**config.mk**
```make
export PLATFORM = sky130hd
export DESIGN_NAME = udp_tx_arbiter
export DESIGN_NICKNAME = d
export VERILOG_FILES = /design/src/rtl/udp_pkg.sv /design/src/rtl/rr_arbiter.sv /design/src/rtl/udp_tx_arbiter.sv
export SDC_FILE = /design/constraint.sdc
export NUM_CORES = 1
export LEC_CHECK = 0
export BUFFER_PORTS_ARGS = -buffer_cell sky130_fd_sc_hd__clkbuf_2
export CORE_ASPECT_RATIO = 1.5
export CORE_MARGIN = 2
export CORE_UTILIZATION = 49
export DETAILED_ROUTE_END_ITERATION = 8
export PLACE_DENSITY = 0.84
export SLEW_MARGIN = 20
export SYNTH_ARGS = -nofsm -noshare
export SYNTH_HDL_FRONTEND = slang
export SYNTH_HIERARCHICAL = 1
export SYNTH_SLANG_ARGS = --single-unit
export TNS_END_PERCENT = 30
```
**constraint.sdc**
```tcl
create_clock -name aclk -period 4.7 [get_ports aclk]
set_clock_uncertainty 0.15 [all_clocks]
set_input_delay 0.94 -clock aclk [delete_from_list [all_inputs] [get_ports aclk]]
set_output_delay 0.94 -clock aclk [all_outputs]
set_load 0.005 [all_outputs]
```
**src/rtl/udp_pkg.sv**
```systemverilog
// Shared types and constants for the UDP transmit arbiter: FSM states and
// the byte layout of the 8-byte UDP header.
package udp_pkg;

  localparam int LEN_UDP_HEADER = 8;

  typedef enum logic [2:0] {
    IDLE,
    ARB,
    IP_REQ,
    HDR,
    PAYLOAD
  } state_type;

  localparam logic [2:0] HDR_SRC_HI  = 3'd0;
  localparam logic [2:0] HDR_SRC_LO  = 3'd1;
  localparam logic [2:0] HDR_DST_HI  = 3'd2;
  localparam logic [2:0] HDR_DST_LO  = 3'd3;
  localparam logic [2:0] HDR_LEN_HI  = 3'd4;
  localparam logic [2:0] HDR_LEN_LO  = 3'd5;
  localparam logic [2:0] HDR_CSUM_HI = 3'd6;
  localparam logic [2:0] HDR_CSUM_LO = 3'd7;

  // Checksum bytes fall through to the default: UDP over IPv4 may send zero.
  function automatic logic [7:0] hdr_byte(
    input logic [2:0]  idx,
    input logic [15:0] src,
    input logic [15:0] dst,
    input logic [15:0] udp_len
  );
    logic [7:0] b;
    case (idx)
      HDR_SRC_HI: b = src[15:8];
      HDR_SRC_LO: b = src[7:0];
      HDR_DST_HI: b = dst[15:8];
      HDR_DST_LO: b = dst[7:0];
      HDR_LEN_HI: b = udp_len[15:8];
      HDR_LEN_LO: b = udp_len[7:0];
      default:    b = 8'h00;
    endcase
    return b;
  endfunction

endpackage

```
**src/rtl/rr_arbiter.sv**
```systemverilog
// Combinational round-robin pick: first set request at or after ptr,
// wrapping modulo N. The pointer itself is owned by the caller.
module rr_arbiter #(
  parameter int N = 4,
  localparam int IW = (N > 1) ? $clog2(N) : 1
) (
  input  logic [N-1:0]  req,
  input  logic [IW-1:0] ptr,
  output logic [N-1:0]  winner,
  output logic [IW-1:0] idx,
  output logic          any
);

  logic [IW-1:0] pos;

  // Scan from the far end towards ptr so the last hit is the nearest one.
  always_comb begin
    idx = '0;
    any = 1'b0;
    pos = '0;
    for (int i = N - 1; i >= 0; i--) begin
      pos = IW'((int'(ptr) + i) % N);
      if (req[pos]) begin
        idx = pos;
        any = 1'b1;
      end
    end
    winner = any ? (N'(1) << idx) : '0;
  end

endmodule

```
**src/rtl/udp_tx_arbiter.sv**
```systemverilog
// Shares one UDP transmit path among N_REQ requesters: round-robin grant,
// IP header handshake, 8-byte UDP header, then payload pass-through.
module udp_tx_arbiter
  import udp_pkg::*;
#(
  parameter int          N_REQ    = 4,
  parameter logic [15:0] SRC_PORT = 16'h1388,
  parameter int          MAX_LEN  = 1472
) (
  input  logic               aclk,
  input  logic               areset,
  input  logic [N_REQ-1:0]   req,
  input  logic [N_REQ*16-1:0] req_port_d,
  input  logic [N_REQ*16-1:0] req_len,
  output logic [N_REQ-1:0]   grant,
  input  logic [N_REQ*8-1:0] req_data,
  input  logic [N_REQ-1:0]   req_data_valid,
  output logic [N_REQ-1:0]   req_data_ready,
  output logic               ip_hdr_req,
  output logic [15:0]        ip_udp_len,
  input  logic               ip_hdr_done,
  output logic [7:0]         m_data,
  output logic               m_valid,
  output logic               m_last,
  input  logic               m_ready,
  output logic               len_err,
  output state_type          dbg_state
);

  localparam int IW = (N_REQ > 1) ? $clog2(N_REQ) : 1;

  state_type        state;
  state_type        next_state;
  logic [IW-1:0]    ptr;
  logic [IW-1:0]    gidx;
  logic [N_REQ-1:0] grant_q;
  logic [15:0]      port_q;
  logic [15:0]      len_q;
  logic [10:0]      cnt;

  logic [N_REQ-1:0] arb_winner;
  logic [IW-1:0]    arb_idx;
  logic             arb_any;
  logic [15:0]      arb_len;
  logic             arb_oversize;

  logic [15:0]      udp_len;
  logic             hdr_end;
  logic             pay_valid;
  logic             pay_last;

  rr_arbiter #(.N(N_REQ)) u_rr (
    .req    (req),
    .ptr    (ptr),
    .winner (arb_winner),
    .idx    (arb_idx),
    .any    (arb_any)
  );

  assign arb_len      = req_len[16*arb_idx +: 16];
  assign arb_oversize = arb_len > 16'(MAX_LEN);
  assign udp_len      = len_q + 16'(LEN_UDP_HEADER);
  assign hdr_end      = cnt == 11'(LEN_UDP_HEADER - 1);
  assign pay_valid    = req_data_valid[gidx];
  assign pay_last     = {5'd0, cnt} == (len_q - 16'd1);
  assign dbg_state    = state;

  always_ff @(posedge aclk) begin
    if (areset) state <= IDLE;
    else        state <= next_state;
  end

  always_comb begin
    next_state = state;
    case (state)
      IDLE:    if (|req) next_state = ARB;
      ARB:     next_state = (arb_any && !arb_oversize) ? IP_REQ : IDLE;
      IP_REQ:  if (ip_hdr_done) next_state = HDR;
      HDR: begin
        if (m_ready && hdr_end) next_state = (len_q == 16'd0) ? IDLE : PAYLOAD;
      end
      PAYLOAD: if (pay_valid && m_ready && pay_last) next_state = IDLE;
      default: next_state = IDLE;
    endcase
  end

  // Grant context, rotation pointer and byte counter.
  always_ff @(posedge aclk) begin
    if (areset) begin
      ptr     <= '0;
      gidx    <= '0;
      grant_q <= '0;
      port_q  <= '0;
      len_q   <= '0;
      cnt     <= '0;
      len_err <= 1'b0;
    end else begin
      len_err <= 1'b0;
      case (state)
        ARB: begin
          if (arb_any) begin
            ptr <= (arb_idx == IW'(N_REQ - 1)) ? '0 : arb_idx + IW'(1);
            if (arb_oversize) begin
              len_err <= 1'b1;
            end else begin
              gidx    <= arb_idx;
              grant_q <= arb_winner;
              port_q  <= req_port_d[16*arb_idx +: 16];
              len_q   <= arb_len;
            end
          end
          cnt <= '0;
        end
        HDR: begin
          if (m_ready) cnt <= hdr_end ? '0 : cnt + 11'd1;
        end
        PAYLOAD: begin
          if (pay_valid && m_ready) cnt <= pay_last ? '0 : cnt + 11'd1;
        end
        default: cnt <= '0;
      endcase
    end
  end

  always_comb begin
    grant          = '0;
    req_data_ready = '0;
    ip_hdr_req     = 1'b0;
    ip_udp_len     = '0;
    m_data         = '0;
    m_valid        = 1'b0;
    m_last         = 1'b0;
    case (state)
      IP_REQ: begin
        grant      = grant_q;
        ip_hdr_req = 1'b1;
        ip_udp_len = udp_len;
      end
      HDR: begin
        grant   = grant_q;
        m_valid = 1'b1;
        m_data  = hdr_byte(cnt[2:0], SRC_PORT, port_q, udp_len);
        m_last  = (len_q == 16'd0) && hdr_end;
      end
      PAYLOAD: begin
        grant          = grant_q;
        m_data         = req_data[8*gidx +: 8];
        m_valid        = pay_valid;
        req_data_ready = grant_q & {N_REQ{m_ready}};
        m_last         = pay_last;
      end
      default: ;
    endcase
  end

endmodule

```
==> metrics.csv, run 1 <==
metric;value;unit
drt pass-1 iters;5;
most frequent cell after synthesis;nor2_1;
most used flip-flop cell after synthesis;dfxtp_1;
Hold Crit Class;reg -> reg;
Mapped Nets;706;
Slew @ Worst Pin;0.934;ns
largest net degree at the start of global routing;47;
Post-Route WL;15600;µm
leakage power;2.79;nW
area leader, netlist;dfxtp_1;
Starting Density;50.1;%
Yosys reg bits;55;
IO Port Bufs;210;
total design power;1.16;mW
Wirelength per Cell;18.9;µm
die area;10700;µm²
fin crit period;4.31;ns
sequential share of the synthesized area;22.7;%
P&R area growth vs syn;24.7;%
fin crit share;91.8;%
Cells after Synth;525;
CP max FO;6;
Initial DRC Count;312;
FILL cells;824;
Via Count;5061;
worst-skew pair later-pin latency;0.30;ns
synthesized cell area;4850;µm²
detailed placement HPWL;12700;µm
post-route ant nets;0;
cells taking the most area after synthesis;dfxtp_1 23%, mux4_2 17%, mux2i_1 7.6%;
# Post-CTS Setup Buffers;0;
top cells by count, synth;71 x nor2_1, 55 x dfxtp_1, 37 x mux2i_1, 37 x mux4_2, 32 x nand2_1;
vias in the first global route;5102;
crit-path cells;inv_1 -> ha_1 -> nor4b_4 -> nand3_1 -> o31ai_1 -> nand4_1 -> or4_1 -> o22ai_1 -> clkbuf_2;
# clock sinks;55;
number of max-cap violations;0;
antenna cells;0;
critical path class;reg -> out;
die width;85.3;µm
# IOs;211;
Worst Path Required;3.61;ns
Post-route DRC;0;
row cnt;44;
Ys Warns;6;
CTS tree;done;
Root Buffer;clkbuf_16;
CP max stage delay;0.53;ns
CTS Buffer Depth;2;
RSZ-0062 raised after global routing;false;
total congestion overflow;0;
Worst-path clk slew;0.07;ns
Synth top area share;22.7;%
Max Slew Vio Count;0;
gr usage total;28.3;%
CTS resizes;0;
nets@finish;890;
Setup TNS Final;0;ns
status;completed;
critical path launch point type;flip-flop;
asr flop ratio synth;0;%
crit end category;output pin;
critical path's slowest cell;or4_1;
VDD IR max;160;µV
vias per cell;6.13;
FMAX;232;MHz
Distinct cells, synth;77;
Power Density;191;nW/µm²
Max-Slew Margin vs Limit;37.7;%
Post-CTS Hold Fix Bufs;0;
R2R setup slack;1.12;ns
GP Congestion;0.892;
chip height;126;µm
initial antenna violation count;0;
final setup fails;0;
H-tree lvl count;2;
TritonCTS Buffers;5;
first-pass GRT wire length;24400;µm
ratio of cells with drive above 1 in the final layout;41.3;%
Post-synth EDFFs;0;
endpoints failing hold;0;
WP data arrival;3.22;ns
core area;9690;µm²
Syn Area/Cell;9.24;µm²
==> layout by cell type (no fill, tap or decap), types with 3 or more instances in the layout <==
cell	n
a2111oi_1	3
a211oi_1	5
a21oi_1	12
a21oi_2	8
a221oi_2	3
a22o_1	8
a31oi_1	4
and2_1	10
and3_1	7
and4_1	3
buf_4	8
clkbuf_16	5
clkbuf_2	210
dfxtp_1	55
ha_1	9
inv_1	16
mux2i_1	37
mux4_2	37
nand2_1	32
nand2b_1	3
nand3_1	12
nand4_1	10
nor2_1	71
nor2b_1	12
nor3_1	10
nor4_1	6
o21a_1	4
o21ai_0	7
or2_2	3
or3_1	4
or4_1	6
xnor2_1	20
xor2_1	13
==> state kept, by name, summed over array words and instances (netlist names) <==
name,count
cnt,11
port_q,16
len_q,16
gidx,2
dbg_state,3
len_err,1
grant_q,4
ptr,2
==> critical path, delay by kind of cell, from the launching register on <==
family          cells  cell delay (ns)
buf+inv             2             0.32
simple gates        4             1.28
compound gates      2             0.61
flops               1             0.39
fa+ha+maj           1             0.33
==> where the power goes <==
group	internal [mW]	switching [mW]
logic	0.168	0.126
registers	0.471	0.0102
clock network	0.203	0.180
total	0.841	0.317
==> area by class of cell <==
cell class / count / area (µm²) / share of cell area, %
Inverter: 17 / 63.8 / 1.05
Clock inverter: 3 / 26.3 / 0.434
Clock buffer: 5 / 125 / 2.07
Tap cell: 115 / 144 / 2.38
Timing Repair Buffer: 219 / 1130 / 18.7
Multi-Input combinational cell: 411 / 3460 / 57.2
Sequential cell: 55 / 1100 / 18.2
==> metrics by stage <==
step | setup slack (ns) | hold WS (ns) | utilization [%] | instances | area [µm²]
floorplan | 1.09 | 0.312 | - | 525 | 4850
global placement | 0.690 | 0.328 | 60.9 | 817 | 5900
detailed placement | 0.574 | 0.341 | 60.9 | 817 | 5900
CTS | 0.483 | 0.355 | 62.5 | 825 | 6050
global route | 0.344 | 0.385 | 62.5 | 825 | 6050
finish | 0.386 | 0.359 | 62.5 | 825 | 6050
==> routing by layer <==
layer  vias to the layer above  GRT usage (%)  routed length (µm)
met1                      2431           32.1                5650
met2                       253           52.2                8430
li1                       2339              -                   -
met4                         0           12.2                 544
met3                        38           3.54                 986
met5                         -              0                   0
==> final timing paths <==
kind | depth (start not counted) | start | to
setup / recovery | 9 | len_q[0] | m_last
hold / removal | 1 | len_q[15] | len_q[15]
setup reg to reg | 10 | ptr[0] | len_q[13]
hold reg to reg | 1 | len_q[15] | len_q[15]
==> kinds of logic after synthesis <==
group / Yosys count / share of synthesized area [%]
buffers and inverters: 59 / 6.24
flip-flops: 55 / 22.7
adder cells (fa/ha/maj): 9 / 2.32
multiplexers: 75 / 25.0
AO/OA/AOI/OAI: 91 / 15.9
AND/OR/NAND/NOR: 203 / 21.9
XOR/XNOR: 33 / 5.96
No activity file was read; power rests on OpenSTA's default activity.
==> run 2, diff against run 1 <==
Settings changed: CORE_UTILIZATION 49 to 45, PLACE_DENSITY 0.84 to 0.78.
==> metrics.csv, run 2 (same netlist as run 1, synthesis figures left out) <==
metric;value;unit;change
status;completed;;
IO Port Bufs;210;;unchanged
crit-path cells;inv_1 -> ha_1 -> nor4b_4 -> nand3_1 -> o31ai_1 -> nand4_1 -> or4_1 -> o22ai_1 -> clkbuf_2;;
largest net degree at the start of global routing;47;;unchanged
Max Slew Vio Count;0;;unchanged
crit end category;output pin;;
Worst R2R End;len_q[14];;
die area;11600;µm²;+8.5%
ratio of cells with drive above 1 in the final layout;41.3;%;unchanged
row cnt;46;;+4.5%
Setup TNS Final;0;ns;unchanged
Final Cell Area;6110;µm²;+0.95%
final setup fails;0;;unchanged
antenna cells;0;;unchanged
vias per cell;5.74;;-6.4%
Register Area;1100;µm²;unchanged
Post-route DRC;0;;unchanged
post-route ant nets;0;;unchanged
most common cell after layout, fill and taps aside;clkbuf_2;;
R2R setup slack;1.23;ns;+0.11 ns
CTS resizes;0;;unchanged
nets@finish;890;;unchanged
P&R area growth vs syn;25.9;%;
gr usage total;26.7;%;-1.6 points
number of max-cap violations;0;;unchanged
Reg2Reg Depth;11;;+1
total congestion overflow;0;;unchanged
Via Count;4903;;-3.1%
initial antenna violation count;0;;unchanged
leakage power;2.80;nW;+0.34%
RSZ-0062 raised after global routing;false;;
Worst-path clk slew;0.07;ns;about the same
# Post-CTS Setup Buffers;0;;unchanged
Root Buffer;clkbuf_16;;
Post-CTS Hold Fix Bufs;0;;unchanged
TritonCTS Buffers;5;;unchanged
most frequent cells in the layout;210 x clkbuf_2, 71 x nor2_1, 55 x dfxtp_1;;
dpl cells;846;;+3.5%
H-tree lvl count;2;;unchanged
Post-Route WL;15400;µm;-1.7%
critical path class;reg -> out;;
die width;88.8;µm;+4.1%
Power Density;197;nW/µm²;+3.1%
FMAX;241;MHz;+4.1%
Slew @ Worst Pin;0.922;ns;-0.0125 ns
chip height;131;µm;+4.2%
Wirelength per Cell;18.0;µm;-5.0%
post-route insts no fill;854;;+3.5%
hold path cells;2;;+1
critical path's slowest cell;or4_1;;
fin crit share;88.1;%;-3.7 points
total design power;1.21;mW;+4.1%
worst-skew pair later-pin latency;0.30;ns;about the same
Worst Hold End;port_q[9];;
FILL cells;940;;+14%
CTS Buffer Depth;2;;unchanged
GP Congestion;0.894;;+0.28%
Worst Path Required;3.61;ns;about the same
placed cell area;5940;µm²;+0.61%
CP max stage delay;0.54;ns;about the same
# clock sinks;55;;unchanged
CP max FO;6;;unchanged
Hold Crit Class;reg -> reg;;
detailed placement HPWL;12600;µm;-0.61%
hold_sp;port_q[9];;
first-pass GRT wire length;24500;µm;about the same
Initial DRC Count;353;;+13%
Starting Density;46.1;%;-4.0 points
drt pass-1 iters;4;;-1
hold_ws;0.351;ns;-0.00718 ns
CTS tree;done;;
# IOs;211;;unchanged
VDD IR max;156;µV;-2.3%
endpoints failing hold;0;;unchanged
Max-Slew Margin vs Limit;38.5;%;+0.83 points
critical path launch point type;flip-flop;;
vias in the first global route;4976;;-2.5%
fin crit period;4.14;ns;-0.172 ns
Multi-input gate area;3460;µm²;unchanged
WP data arrival;3.05;ns;-0.17 ns
worst r2r src;ptr[0];;
core area;10500;µm²;+8.7%
Top Registers;len_q: 16 flops, port_q: 16 flops, cnt: 11 flops;;
-- run 2: changes by cell type in the layout (fill, tap and decap cells not counted) --
cell / previous run / this run
bufinv_16: 0 / 1
inv_6: 2 / 1
-- run 2: per-layer routing --
metal | vias up | GRT usage, % | routed length, µm
met2 | 234 | 47.4 | 8210
met4 | 0 | 11.4 | 572
met5 | - | 0 | 0
met3 | 37 | 3.27 | 965
li1 | 2333 | - | -
met1 | 2299 | 31.1 | 5600
-- run 2: power by group --
group	switching (mW)	total, mW	leakage [nW]	internal, mW
logic	0.126	0.293	2.27	0.168
registers	0.00984	0.481	0.444	0.471
clock network	0.177	0.431	0.0844	0.254
-- run 2: how the worst max path moves through the flow --
stage / from / to / slack [ns] / cells past startpoint
floorplan: req[3] / port_q[4] / 1.09 / 11
global placement: req[2] / len_q[12] / 0.78 / 12
detailed placement: req[3] / len_q[14] / 0.67 / 11
CTS: len_q[4] / m_last / 0.56 / 9
global route: len_q[0] / m_last / 0.40 / 9
finish: len_q[0] / m_last / 0.56 / 9
-- run 2: final cells by class --
cell class              count  share of cell area (%)
multi-input cells         411                    56.6
clock inverters             3                   0.778
well taps                 144                    2.95
flip-flops and latches     55                    18.0
repair buffers            219                    18.5
clock buffers               5                    2.05
inverters                  17                    1.04
-- run 2: through the flow --
stage / util, % / setup WS (ns)
3_5_place_dp: 56.4 / 0.669
6_report: 58.0 / 0.558
5_1_grt: 58.0 / 0.402
4_1_cts: 58.0 / 0.564
3_3_place_gp: 56.4 / 0.782
2_1_floorplan: - / 1.09
-- run 2: worst max-delay path: cells and delay by family, from the launching register on --
family | cells | cell delay (ns)
compound gates | 2 | 0.53
fa+ha+maj | 1 | 0.27
simple gates | 4 | 1.29
flops | 1 | 0.38
buf+inv | 2 | 0.28
==> run 3, diff against run 2 <==
Settings changed: SYNTH_HIERARCHICAL 1 to unset.
==> metrics.csv, run 3 <==
metric;value;unit;change
TritonCTS Buffers;5;;unchanged
final setup fails;0;;unchanged
number of max-cap violations;0;;unchanged
sequential share of the synthesized area;21.9;%;-0.81 points
Post-CTS Hold Fix Bufs;0;;unchanged
detailed placement HPWL;12900;µm;+2.1%
Internal;1.01;mW;+13%
vias per cell;5.81;;+1.1%
FMAX;237;MHz;-1.7%
leakage power;2.83;nW;+1.2%
CP Buf/Inv Count;2;;unchanged
chip height;134;µm;+1.8%
endpoints failing hold;0;;unchanged
# IOs;211;;unchanged
CTS resizes;0;;unchanged
crit-path cells;inv_1 -> ha_1 -> or4b_1 -> nor4_1 -> xnor2_1 -> nand4_1 -> nor4_2 -> nand2_1 -> o21ai_0 -> clkbuf_2;;
top cells by count, synth;120 x nand2_1, 55 x dfxtp_1, 53 x nand3_1, 45 x clkbuf_1, 42 x nor2_1;;
post-route insts no fill;992;;+16%
Yosys reg bits;55;;unchanged
initial antenna violation count;0;;unchanged
WP data arrival;3.12;ns;+0.07 ns
synthesized cell area;5030;µm²;+3.7%
H-tree lvl count;2;;unchanged
core area;11000;µm²;+4.4%
sequential share of power;32.8;%;-7.1 points
most frequent cells in the layout;210 x clkbuf_2, 120 x nand2_1, 55 x dfxtp_1;;
row cnt;47;;+2.2%
Worst Path Required;3.61;ns;about the same
first-pass GRT wire length;26200;µm;+7.2%
Ys Warns;0;;-6
Cells after Synth;681;;+30%
most common cell after layout, fill and taps aside;clkbuf_2;;
worst-skew pair later-pin latency;0.30;ns;about the same
Top Registers;len_q: 16 flops, port_q: 16 flops, cnt: 11 flops;;
CP max stage delay;0.60;ns;+0.06 ns
critical path's slowest cell;or4b_1;;
Worst-path clk slew;0.08;ns;about the same
cells taking the most area after synthesis;dfxtp_1 22%, nand2_1 8.9%, nand3_1 5.3%;;
GP Congestion;0.955;;+6.8%
Mapped Nets;865;;+23%
Via Count;5760;;+17%
Max Slew Vio Count;0;;unchanged
total design power;1.72;mW;+43%
Max-Slew Margin vs Limit;30.5;%;-8.0 points
antenna cells;0;;unchanged
die width;90.4;µm;+1.8%
net switching power;711;µW;+130%
Slew @ Worst Pin;1.04;ns;+0.116 ns
CP Depth;10;;+1
critical path class;reg -> out;;
Distinct cells, synth;69;;-10%
post-layout util;56.4;%;-1.7 points
fin crit period;4.21;ns;+0.0718 ns
Wirelength per Cell;16.7;µm;-6.8%
Root Buffer;clkbuf_16;;
nets@finish;1028;;+16%
placed cell area;6040;µm²;+1.8%
RSZ-0062 raised after global routing;false;;
asr flop ratio synth;0;%;unchanged
Power Density;278;nW/µm²;+41%
clock share of power;22.9;%;-13 points
Reg2Reg Depth;8;;-3
Hold Crit Class;reg -> reg;;
status;completed;;
CTS Buffer Depth;2;;unchanged
Initial DRC Count;329;;-6.8%
# clock sinks;55;;unchanged
logic gate share of total power;44.2;%;+20 points
Crit path max-delay family;simple AND/OR/NAND/NOR gates;;
Synth top area share;21.9;%;-0.81 points
gr usage total;26.5;%;-0.19 points
Post-route DRC;0;;unchanged
Syn Area/Cell;7.39;µm²;-20%
CP max FO;6;;unchanged
post-route ant nets;0;;unchanged
fin crit share;89.7;%;+1.5 points
VDD IR max;171;µV;+9.7%
Post-synth EDFFs;0;;unchanged
# Post-CTS Setup Buffers;0;;unchanged
most used flip-flop cell after synthesis;dfxtp_1;;
vias in the first global route;5372;;+8.0%
Post-Route WL;16600;µm;+8.2%
total congestion overflow;0;;unchanged
hold path cells;2;;unchanged
area leader, netlist;dfxtp_1;;
CTS tree;done;;
Setup TNS Final;0;ns;unchanged
drt pass-1 iters;6;;+2
P&R area growth vs syn;23.1;%;
Final Cell Area;6200;µm²;+1.4%
switch share;41.2;%;+15 points
most frequent cell after synthesis;nand2_1;;
IO Port Bufs;210;;unchanged
ratio of cells with drive above 1 in the final layout;30.4;%;-11 points
crit end category;output pin;;
largest net degree at the start of global routing;51;;+8.5%
dpl cells;984;;+16%
Starting Density;45.8;%;-0.31 points
critical path launch point type;flip-flop;;
die area;12100;µm²;+3.6%
==> run 3: cell count changes in the layout (fill, tap and decap cells not counted), moves of 13 or more <==
cell     before  now
nor3_1       10   25
o21ai_0       7   28
nor2_1       71   42
mux2i_1      37    3
nand2_1      32  120
a41o_1        0   13
mux4_2       37    9
nand3_1      12   53
==> run 3: layout make-up <==
type | instances | area, µm²
inverter | 16 | 65.1
timing repair buffer | 219 | 1120
clock buffer | 5 | 125
fill | 1116 | 4800
multi-input combinational | 547 | 3580
clock inverter | 3 | 27.5
sequential | 55 | 1100
tap | 147 | 184
==> run 3: cell families after synthesis <==
| kind of cell | count (synthesis) | share of synthesized area (%) |
|---|---|---|
| xor gates and xnor gates | 34 | 5.92 |
| adders and majority gates | 12 | 2.98 |
| and+or+nand+nor | 341 | 35.1 |
| DFF | 55 | 21.9 |
| buffers and inverters | 79 | 7.18 |
| AOI/OAI and AO/OA | 147 | 22.0 |
| muxes | 13 | 4.85 |
==> run 3: per-stage QoR <==
step / worst slack [ns] / hold slack, ns
after global placement: 0.573 / 0.289
after global routing: 0.198 / 0.328
final: 0.486 / 0.309
after detailed placement: 0.493 / 0.296
after floorplan: 1.15 / 0.279
after CTS: 0.477 / 0.307
==> run 3: tightest hold or removal path, delay by kind of cell (launching register included) <==
family,cells,cell delay (ns)
and+or+nand+nor,1,0.05
AOI/OAI and AO/OA,1,0.05
DFF,1,0.32
==> run 3: path summary, 6_finish.rpt <==
kind	start	end	slack, ns
setup / recovery	len_q[0]	m_last	0.49
hold / removal	port_q[0]	port_q[0]	0.31
setup reg to reg	ptr[1]	port_q[3]	1.04
hold reg to reg	port_q[0]	port_q[0]	0.31
==> run 3: power by group through the flow <==
stage                     logic, mW  registers [mW]  clock network, mW
after detailed placement      0.753           0.575                  0
after floorplan               0.577           0.536                  0
final                         0.763           0.566              0.396
after CTS                     0.758           0.564              0.401
after global routing          0.847           0.571              0.418
after global placement        0.749           0.573                  0
==> run 3: routing by layer <==
metal	wire length (µm)	global-route usage, %
met4	651	12.5
met2	8340	46.6
met1	6660	31.6
met5	0	0
met3	970	3.90
